===== src/rtl/uart_tx.sv =====
// uart_tx: 8N1 (8E1 with UART_TX_PARITY_EN) UART transmitter, LSB first,
// bit boundaries aligned to the baud_tick pulses from the baud generator.
//
// Ports:
//   clk_in     : system clock, rising edge
//   reset      : synchronous active-low reset
//   baud_tick  : one-cycle pulse per bit period
//   tx_start   : transmit request, sampled only in IDLE
//   tx_data    : DATA_BITS-wide word, captured in the accept cycle
//   tx_busy    : high in every state except IDLE
//   tx_done    : one-cycle pulse when the stop bit completes
//   tx_out     : registered serial line, idles high
//
// Optional feature macro: UART_TX_PARITY_EN (even parity bit before stop).

module uart_tx #(
    parameter int DATA_BITS = 8
) (
    input  logic                 clk_in,
    input  logic                 reset,
    input  logic                 baud_tick,
    input  logic                 tx_start,
    input  logic [DATA_BITS-1:0] tx_data,
    output logic                 tx_busy,
    output logic                 tx_done,
    output logic                 tx_out
);

`ifdef UART_TX_PARITY_EN
    typedef enum logic [2:0] {
        S_IDLE,
        S_ARM,
        S_START,
        S_DATA,
        S_PARITY,
        S_STOP
    } state_e;
`else
    typedef enum logic [2:0] {
        S_IDLE,
        S_ARM,
        S_START,
        S_DATA,
        S_STOP
    } state_e;
`endif

    state_e               state_q, state_d;
    logic [DATA_BITS-1:0] shift_q, shift_d;
    logic [3:0]           cnt_q, cnt_d;
    logic                 tx_out_q, tx_out_d;
    logic                 done_q, done_d;
    logic                 last_bit;

`ifdef UART_TX_PARITY_EN
    logic                 par_q, par_d;
`endif

    // cnt_q counts data bits already shifted out; the last one is
    // on the line when it reaches DATA_BITS-1.
    assign last_bit = (cnt_q == 4'(DATA_BITS - 1));

    // State and datapath registers.
    always_ff @(posedge clk_in) begin
        if (!reset) begin
            state_q  <= S_IDLE;
            shift_q  <= '0;
            cnt_q    <= '0;
            tx_out_q <= 1'b1;
            done_q   <= 1'b0;
`ifdef UART_TX_PARITY_EN
            par_q    <= 1'b0;
`endif
        end else begin
            state_q  <= state_d;
            shift_q  <= shift_d;
            cnt_q    <= cnt_d;
            tx_out_q <= tx_out_d;
            done_q   <= done_d;
`ifdef UART_TX_PARITY_EN
            par_q    <= par_d;
`endif
        end
    end

    // Next-state logic.
    always_comb begin
        state_d = state_q;
        unique case (state_q)
            S_IDLE:  if (tx_start)  state_d = S_ARM;
            S_ARM:   if (baud_tick) state_d = S_START;
            S_START: if (baud_tick) state_d = S_DATA;
            S_DATA: begin
                if (baud_tick && last_bit) begin
`ifdef UART_TX_PARITY_EN
                    state_d = S_PARITY;
`else
                    state_d = S_STOP;
`endif
                end
            end
`ifdef UART_TX_PARITY_EN
            S_PARITY: if (baud_tick) state_d = S_STOP;
`endif
            S_STOP:  if (baud_tick) state_d = S_IDLE;
            default: state_d = S_IDLE;
        endcase
    end

    // Output and datapath next values. tx_out_d is the level the line
    // takes for the state being entered, so the line changes on the
    // same edge as the state.
    always_comb begin
        shift_d  = shift_q;
        cnt_d    = cnt_q;
        tx_out_d = tx_out_q;
        done_d   = 1'b0;
`ifdef UART_TX_PARITY_EN
        par_d    = par_q;
`endif
        unique case (state_q)
            S_IDLE: begin
                tx_out_d = 1'b1;
                if (tx_start) begin
                    shift_d = tx_data;
                    cnt_d   = '0;
`ifdef UART_TX_PARITY_EN
                    par_d   = ^tx_data;
`endif
                end
            end
            S_ARM: begin
                if (baud_tick) tx_out_d = 1'b0;
            end
            S_START: begin
                if (baud_tick) tx_out_d = shift_q[0];
            end
            S_DATA: begin
                if (baud_tick) begin
                    shift_d = shift_q >> 1;
                    cnt_d   = cnt_q + 4'd1;
                    if (last_bit) begin
`ifdef UART_TX_PARITY_EN
                        tx_out_d = par_q;
`else
                        tx_out_d = 1'b1;
`endif
                    end else begin
                        tx_out_d = shift_q[1];
                    end
                end
            end
`ifdef UART_TX_PARITY_EN
            S_PARITY: begin
                if (baud_tick) tx_out_d = 1'b1;
            end
`endif
            S_STOP: begin
                if (baud_tick) begin
                    tx_out_d = 1'b1;
                    done_d   = 1'b1;
                end
            end
            default: tx_out_d = 1'b1;
        endcase
    end

    assign tx_busy = (state_q != S_IDLE);
    assign tx_done = done_q;
    assign tx_out  = tx_out_q;

endmodule


===== config.mk =====
export PLATFORM = sky130hd
export DESIGN_NAME = uart_tx
export DESIGN_NICKNAME = d
export VERILOG_FILES = /design/src/rtl/uart_tx.sv
export SDC_FILE = /design/constraint.sdc
export NUM_CORES = 1
export LEC_CHECK = 0
export ABC_AREA = 0
export BUFFER_PORTS_ARGS = -buffer_cell sky130_fd_sc_hd__buf_4
export CAP_MARGIN = 40
export CORE_MARGIN = 2
export CORE_UTILIZATION = 32
export DETAILED_ROUTE_END_ITERATION = 12
export PLACE_DENSITY = 0.57
export SLEW_MARGIN = 20
export SYNTH_ARGS = -nofsm -noshare
export SYNTH_HDL_FRONTEND = slang
export SYNTH_SLANG_ARGS = --single-unit
export TNS_END_PERCENT = 30

===== constraint.sdc =====
create_clock -name clk_in -period 1.66 [get_ports clk_in]
set_clock_uncertainty 0.1 [all_clocks]
set_input_delay 0.083 -clock clk_in [delete_from_list [all_inputs] [get_ports clk_in]]
set_output_delay 0.083 -clock clk_in [all_outputs]
set_load 0.01 [all_outputs]

==> results of run 1 <==
routing by layer:
| metal | GRT usage, % | part of all wire, % | up-vias |
|---|---|---|---|
| met5 | 0 | 0 | - |
| li1 | - | - | 470 |
| met2 | 24.6 | 46 | 21 |
| met1 | 19.3 | 48 | 435 |
| met4 | 5.84 | 1.6 | 0 |
| met3 | 1.98 | 3.6 | 5 |
state kept, by name (all words and copies together) (netlist names):
name     flops
state_q      3
cnt_q        4
tx_done      1
tx_out       1
shift_q      8
cell usage in the layout (no fill, tap or decap), types with 2 or more instances in the layout:
| cell type | instances |
|---|---|
| a21oi_1 | 5 |
| a31oi_1 | 8 |
| buf_4 | 22 |
| clkbuf_4 | 3 |
| dfxtp_1 | 14 |
| dfxtp_2 | 3 |
| dlygate4sd3_1 | 11 |
| inv_1 | 2 |
| nand2_1 | 18 |
| nand2b_1 | 2 |
| nand3_1 | 6 |
| nor2_1 | 3 |
| nor2b_1 | 3 |
| o21bai_1 | 2 |
| o221a_2 | 2 |
| o31ai_1 | 7 |
power groups by stage:
stage / Sequential (mW) / Clock [mW] / Combinational (mW)
final: 0.492 / 0.233 / 0.249
after global routing: 0.501 / 0.265 / 0.277
after CTS: 0.491 / 0.244 / 0.249
after detailed placement: 0.500 / 0 / 0.227
after global placement: 0.498 / 0 / 0.225
after floorplan: 0.471 / 0 / 0.181
critical path, stage by stage:
cell,delay [ps]
dlygate4sd3_1,540
buf_4,190
and4b_2,270
buf_4,170
o31ai_1,250
a31oi_1,60
repair_timing:
item / in CTS / in global routing
hold endpoints to repair: 10 / 0
resized for setup: 1 / 3
endpoints found under the setup margin: 7 / 9
hold buffers: 11 / 0
logic make-up after synthesis:
kind of cell,Yosys count,synth area share (%)
compound gates,35,27.7
fa+ha+maj,1,1.31
buf+inv,11,6.29
flops,17,35.6
mux,1,1.18
simple gates,45,27.9
worst min-delay path by stage:
stage | slack (ps) | to
global placement | 250 | shift_q[3]$_SDFFE_PN0P_
CTS | 100 | state_q[2]$_SDFFE_PN0P_
detailed placement | 260 | shift_q[2]$_SDFFE_PN0P_
global route | 120 | state_q[0]$_SDFFE_PN0P_
floorplan | 130 | shift_q[7]$_SDFFE_PN0P_
finish | 110 | state_q[2]$_SDFFE_PN0P_
area by class of cell:
| type | count | share of cell area [%] |
|---|---|---|
| multi-input combinational | 82 | 44.6 |
| sequential | 17 | 27.6 |
| timing repair buffer | 33 | 22.0 |
| tap | 31 | 3.11 |
| clock buffer | 4 | 2.10 |
| inverter | 2 | 0.601 |
stage by stage:
| step | power [mW] | hold WS (ps) |
|---|---|---|
| finish | 0.974 | 109 |
| global route | 1.04 | 119 |
| CTS | 0.985 | 103 |
| detailed placement | 0.727 | 261 |
| global placement | 0.723 | 253 |
| floorplan | 0.652 | 135 |
==> impl_metrics.ini, run 1 <==
[run_status]
status = finished, violations left
violations = DRC

[sta]
min_period_over_period_pct = 88.9
rsz0062_at_grt = false
finalSetupViolations = 0
setup_ws_ps = 184
slew_viol_final = 0
setup_tns_ps = 0
final-hold-violation-count = 0
max_freq_mhz = 678
max_slew_margin_pct = 76.7
worstMarginPinSlew_ps = 348
period_minus_slack_ps = 1480

[synthesis]
synth_edf_count = 0
syn_area_um2 = 955
ys_ff_latch = 17
ys.flop_type = dfxtp_1
synth_cells = 110
synth_common_cells = 19 x nand2_1, 17 x dfxtp_1, 8 x a31oi_1, 7 x o31ai_1, 6 x nand3_1
synth_top_cell_area_share_pct = 35.6
synth_top_area_cell = dfxtp_1
synth.avg_cell_area_um2 = 8.68
yosysWarnings = 0
syn-num-nets = 123
seq_area_frac_synth_pct = 35.6
synthTopCellsByArea = dfxtp_1 36%, nand2_1 7.5%, o31ai_1 5.5%
yosysMostFrequentCell = nand2_1
async_flop_share_pct = 0
synth_cell_types = 42

[routing]
first_iter_violations = 25
drtPass1Iterations = 8
vias = 931
via_per_inst = 5.51
drcViolationCount = 1
wire_per_inst_um = 13.3
drtAntennaViolNets = 0
wl_um = 2250

[floorplan]
die_x_um = 58.6
fp.dieH_um = 58.6
initial_utilization_pct = 34.0
row_count = 19
die_area_um2 = 3440
ios = 15
placeableCoreArea_um2 = 2810

[setup_path]
cp-start-kind = input port
endpoint_kind = register
worstPathArrival_ps = 1560
crit_fanout = 14
rr_startpoint = cnt_q[0]$_SDFFE_PN0P_
critPathLaunch = baud_tick
reg2reg_to = state_q[2]$_SDFFE_PN0P_
reg2reg_setup_slack_ps = 190
required_ps = 1750
worstSetupPathType = in -> reg
reg2reg_depth = 4
cp-endpoint = shift_q[1]$_SDFFE_PN0P_

[place]
portBuffers = 14
place_area_um2 = 1110
post-place-ws_ps = 2.41
dp.cells = 154
place_hpwl_um = 1530
place.gp.congestion = 0.762

[clocking]
htree_levels = 1
post_cts_buffers = 0
clockRootBuffer = clkbuf_4
cts_max_path_buffers = 2
cts_buffers = 3
cts_tree = built
clock_latency_ps = 300
clkSlewWorstSetupHoldPaths_ps = 100
clock_sink_count = 17

[power]
clockPowerShare_pct = 23.9
p_leak_nw = 0.508
p_sw_mw = 0.294
ir_drop_mv = 0.330
powerDensity_nw_per_um2 = 780
p_sw_share_pct = 30.2
p_seq_share_pct = 50.6
pwr-share-comb_pct = 25.6
internal_power_mw = 0.680

[worst_hold_path]
hold-path-cell-count = 3
min-delay-start = tx_start
min_path_type = in -> reg

[layout]
drive_gt1_share_pct = 28.3
nFillCells = 289
design_area_um2 = 1250
stdcell_count = 169
fin_nets = 152
seqCellArea_um2 = 344
syn2layout_area_growth_pct = 30.8
multi_input_area_um2 = 557
antenna_cells = 0
post-route-util_pct = 44.5

[grt]
grt_pass1_vias = 841
grt_use_total_pct = 14.7
grt_pass1_wl_um = 3820
grt_max_degree = 19
antenna_found_initial = 0
grt_overflow_total = 0

[run]
maxCapViolations = 0
No activity file was read; power rests on OpenSTA's default activity.
==> run 2, diff against run 1 <==
Settings changed: BUFFER_PORTS_ARGS -buffer_cell sky130_fd_sc_hd__buf_4 to not set, CORE_MARGIN 2 to not set, DONT_BUFFER_PORTS set to 1, PLACE_DENSITY 0.57 to 0.53.
==> run 2 against run 1 <==
Net effect:
- the flow now finishes without violations
- sequential share of layout area grew 1.2 points
- register-to-register slack lost 90 ps
- wire length grew 3.6%
- largest cell class unchanged
- highest routed layer unchanged
==> impl_metrics.ini, run 2 (synthesized netlist as in run 1, its figures left out) <==
[run_status]
status = finished clean

[grt]
grt_use_total_pct = 15.7
grt_max_degree = 16
grt_pass1_vias = 822
antenna_found_initial = 0
grt_pass1_wl_um = 3860
grt_overflow_total = 0

[layout]
seqCellArea_um2 = 343
nFillCells = 282
regMostFlops = shift_q
layout_common_cells = 18 x nand2_1, 15 x dfxtp_1, 13 x dlygate4sd3_1
fin_nets = 144
antenna_cells = 0
multi_input_area_um2 = 557
reg_top3 = shift_q (8), cnt_q (4), state_q (3)
mostFrequentLayoutCell = nand2_1
largest_reg_flops = 8
drive_gt1_share_pct = 22.3
syn2layout_area_growth_pct = 25.0
stdcell_count = 161

[clocking]
cts_max_path_buffers = 2
clkSlewWorstSetupHoldPaths_ps = 100
clockRootBuffer = clkbuf_4
clock_latency_ps = 300
htree_levels = 1
clock_sink_count = 17
cts_tree = built
cts_buffers = 3

[routing]
drtAntennaViolNets = 0
first_iter_violations = 38
wl_um = 2330
drcViolationCount = 0
wire_per_inst_um = 14.5
drtPass1Iterations = 4
via_per_inst = 5.81
vias = 936

[worst_hold_path]
min_to = state_q[0]$_SDFFE_PN0P_
min-delay-start = tx_start
hold-path-cell-count = 3
min_path_type = in -> reg

[setup_path]
crit_chain = or3b_1 > a2111oi_2 > a31oi_1
rr_startpoint = state_q[2]$_SDFFE_PN0P_
cp-start-kind = register
reg2reg_to = tx_out$_SDFFE_PN1P_
reg2reg_depth = 3
critPathBufInv = 0
reg2reg_setup_slack_ps = 100
worstSetupPathType = reg -> reg
critical_path.top_delay_family = flip-flops
worstPathArrival_ps = 1650
cp.depth = 3
required_ps = 1750
cp_slowest_cell = dfxtp_1
crit_fanout = 9
endpoint_kind = register
slowest_delay_ps = 530

[floorplan]
placeableCoreArea_um2 = 2780
die_area_um2 = 3210
initial_utilization_pct = 34.3
fp.dieH_um = 56.6
row_count = 19
die_x_um = 56.6
ios = 15

[power]
p_total_mw = 0.960
powerDensity_nw_per_um2 = 804
p_leak_nw = 0.472
ir_drop_mv = 0.551

[sta]
period_minus_slack_ps = 1560
final-hold-violation-count = 0
finalSetupViolations = 0
setup_tns_ps = 0
rsz0062_at_grt = false
min_period_over_period_pct = 94.2
slew_viol_final = 0
max_slew_margin_pct = 70.9
max_freq_mhz = 640
worstMarginPinSlew_ps = 435

[place]
place.gp.congestion = 0.701
place_hpwl_um = 1530
portBuffers = 0
dp.cells = 144

[run]
maxCapViolations = 0
[run 2: cell count changes in the layout (fill, tap and decap cells not counted)]
cell           before  now
dlygate4sd3_1      11   13
clkinv_2            0    1
buf_4              22   12
dfxtp_2             3    2
dfxtp_1            14   15
clkbuf_1            1    0
[run 2: per-stage QoR]
step                      setup WS [ps]  hold WS (ps)  util, %  cell area [µm²]
final                              96.8          39.2     42.9             1190
after global routing               24.0          42.7     42.9             1190
after CTS                          2.43          3.76     42.0             1170
after detailed placement           35.6           104     37.1             1030
after global placement             74.1          98.9     37.1             1030
after floorplan                     195           135        -              955
[run 2: power breakdown]
part | total [mW] | internal, mW | leakage (nW) | switching, mW
clock | 0.235 | 0.0898 | 0.0177 | 0.145
sequential | 0.492 | 0.447 | 0.140 | 0.0448
combinational | 0.233 | 0.127 | 0.314 | 0.106
[run 2: final cells by class]
class	instances	area share [%]
sequential	17	28.7
inverter	2	0.629
timing repair buffer	25	18.4
multi-input combinational	82	46.6
clock inverter	1	0.419
tap	31	3.25
clock buffer	3	1.89
[run 2: per-layer routing]
layer / GRT usage, % / vias up / wire [µm]
li1: - / 454 / -
met1: 19.6 / 454 / 1110
met2: 26.1 / 26 / 1100
met3: 4.38 / 2 / 99
met4: 5.23 / 0 / 23
met5: 0 / - / 0
[run 2: worst max-delay path by stage]
stage / from / end / slack [ps]
after floorplan: state_q[2]$_SDFFE_PN0P_ / cnt_q[2]$_SDFFE_PN0P_ / 190
after global placement: state_q[0]$_SDFFE_PN0P_ / cnt_q[1]$_SDFFE_PN0P_ / 70
after detailed placement: state_q[0]$_SDFFE_PN0P_ / shift_q[7]$_SDFFE_PN0P_ / 40
after CTS: state_q[0]$_SDFFE_PN0P_ / shift_q[7]$_SDFFE_PN0P_ / 2
after global routing: state_q[2]$_SDFFE_PN0P_ / tx_out$_SDFFE_PN1P_ / 20
final: state_q[2]$_SDFFE_PN0P_ / tx_out$_SDFFE_PN1P_ / 100
[run 2: what timing repair did]
item | CTS | global route
hold buffers | 11 | 2
gates resized for setup | 0 | 3
endpoints found under the setup margin | 0 | 11
buffers inserted | 0 | 0
endpoints found under the hold margin | 17 | 1
[run 2: tightest hold or removal path, cell delays in order]
cell and delay [ps]:
nor2b_1 110, a211oi_1 50, nor3_1 140
==> run 3, diff against run 2 <==
Settings changed: CORE_UTILIZATION 32 to 55, PLACE_DENSITY 0.53 to 0.77.
==> run 3 against run 2 <==
Net effect:
- global-route usage increased by 12 points
- hold slack got worse by 36 ps
- clock power fell by 2%
- non-clock buffer count decreased by 5
- largest power group unchanged
- highest routed layer unchanged
==> impl_metrics.ini, run 3 (synthesized netlist as in run 1, its figures left out) <==
[run_status]
status = finished clean

[clocking]
clockRootBuffer = clkbuf_4
htree_levels = 1
clock_latency_ps = 300
clkSlewWorstSetupHoldPaths_ps = 100
clock_sink_count = 17
cts_tree = built
cts_buffers = 3
cts_max_path_buffers = 2

[floorplan]
ios = 15
initial_utilization_pct = 61.2
fp.dieH_um = 43.7
die_x_um = 43.7
die_area_um2 = 1910
row_count = 14
placeableCoreArea_um2 = 1560

[power]
p_leak_nw = 0.447
powerDensity_nw_per_um2 = 834
p_total_mw = 0.943
ir_drop_mv = 0.649

[grt]
grt_pass1_vias = 875
grt.met2_usage_pct = 43.6
grt_pass1_wl_um = 4000
use_met3_pct = 4.17
grt_use_total_pct = 27.9
antenna_found_initial = 0
grt_max_degree = 14
grt_most_used_layer = met2
use_met1_pct = 38.2
grt_overflow_total = 0

[setup_path]
reg2reg_depth = 4
reg2reg_setup_slack_ps = 60
endpoint_kind = register
worstPathArrival_ps = 1750
required_ps = 1810
cp-start-kind = register
worstSetupPathType = reg -> reg
crit_fanout = 12

[layout]
fin_nets = 139
mostFrequentLayoutCell = nand2_1
layout_common_cells = 18 x nand2_1, 15 x dfxtp_1, 11 x dlygate4sd3_1
largest_reg_flops = 8
reg_top3 = shift_q (8), cnt_q (4), state_q (3)
drive_gt1_share_pct = 20.0
syn2layout_area_growth_pct = 18.5
antenna_cells = 0
nFillCells = 131
regMostFlops = shift_q

[place]
place_hpwl_um = 1430
portBuffers = 0
place.gp.congestion = 0.840

[sta]
max_freq_mhz = 623
max_slew_margin_pct = 66.2
period_minus_slack_ps = 1600
slew_viol_final = 0
final-hold-violation-count = 0
min_period_over_period_pct = 96.7
finalSetupViolations = 0
rsz0062_at_grt = false
setup_tns_ps = 0
worstMarginPinSlew_ps = 506

[routing]
via_per_inst = 6.64
vias = 936
drtAntennaViolNets = 0
drcViolationCount = 0
wire_per_inst_um = 16.6
drtPass1Iterations = 5
wl_um = 2330
first_iter_violations = 24

[worst_hold_path]
hold-path-cell-count = 2
min_path_type = in -> reg

[run]
maxCapViolations = 0
[run 3: cell count changes in the layout (fill, tap and decap cells not counted), sizes merged]
cell	before	now
clkbuf	3	4
dlygate4sd3	13	11
clkinv	1	0
buf	12	9
[run 3: power by group]
part           internal [mW]  total (mW)  switching, mW
logic                  0.114       0.218          0.104
clock network         0.0937       0.230          0.137
registers              0.447       0.495         0.0477
total                  0.654       0.943          0.289
[run 3: final timing paths]
path,end,start
worst min-delay path,state_q[2]$_SDFFE_PN0P_,baud_tick
worst max register to register,state_q[2]$_SDFFE_PN0P_,state_q[1]$_SDFFE_PN0P_
worst min register to register,shift_q[5]$_SDFFE_PN0P_,shift_q[6]$_SDFFE_PN0P_
worst max-delay path,state_q[2]$_SDFFE_PN0P_,state_q[1]$_SDFFE_PN0P_
[run 3: area by class of cell]
cell class	instances	area, µm²	area share [%]
clock buffers	4	26.3	2.32
repair buffers	20	178	15.7
flip-flops and latches	17	343	30.3
well taps	16	20.0	1.77
multi-input cells	82	557	49.2
inverters	2	7.51	0.664
[run 3: metrics by stage]
step	instance area, µm²	instances	util [%]	worst slack [ps]	hold WS (ps)
4_1_cts	1130	141	72.2	34.2	9.01
5_1_grt	1130	141	72.6	1.52	7.74
3_3_place_gp	990	126	63.5	97.0	107
3_5_place_dp	990	126	63.5	49.3	106
6_report	1130	141	72.6	55.0	2.79
2_1_floorplan	955	110	-	195	135
[run 3: layer usage]
metal / vias up / wire [µm]
met5: - / 0
met4: 0 / 44
met3: 7 / 104
met2: 27 / 1090
met1: 460 / 1090
li1: 442 / -
[run 3: critical path, stage by stage (launching register included)]
cell and delay [ps]:
dfxtp_1 640, buf_4 220, and4b_1 230, o221a_2 190, o221a_2 170
[run 3: what timing repair did]
| item | in CTS | in global routing |
|---|---|---|
| setup buffers | 0 | 0 |
| resized for setup | 0 | 3 |
| hold buffers | 11 | 0 |
| endpoints found under the hold margin | 17 | 0 |
| endpoints found under the setup margin | 0 | 9 |
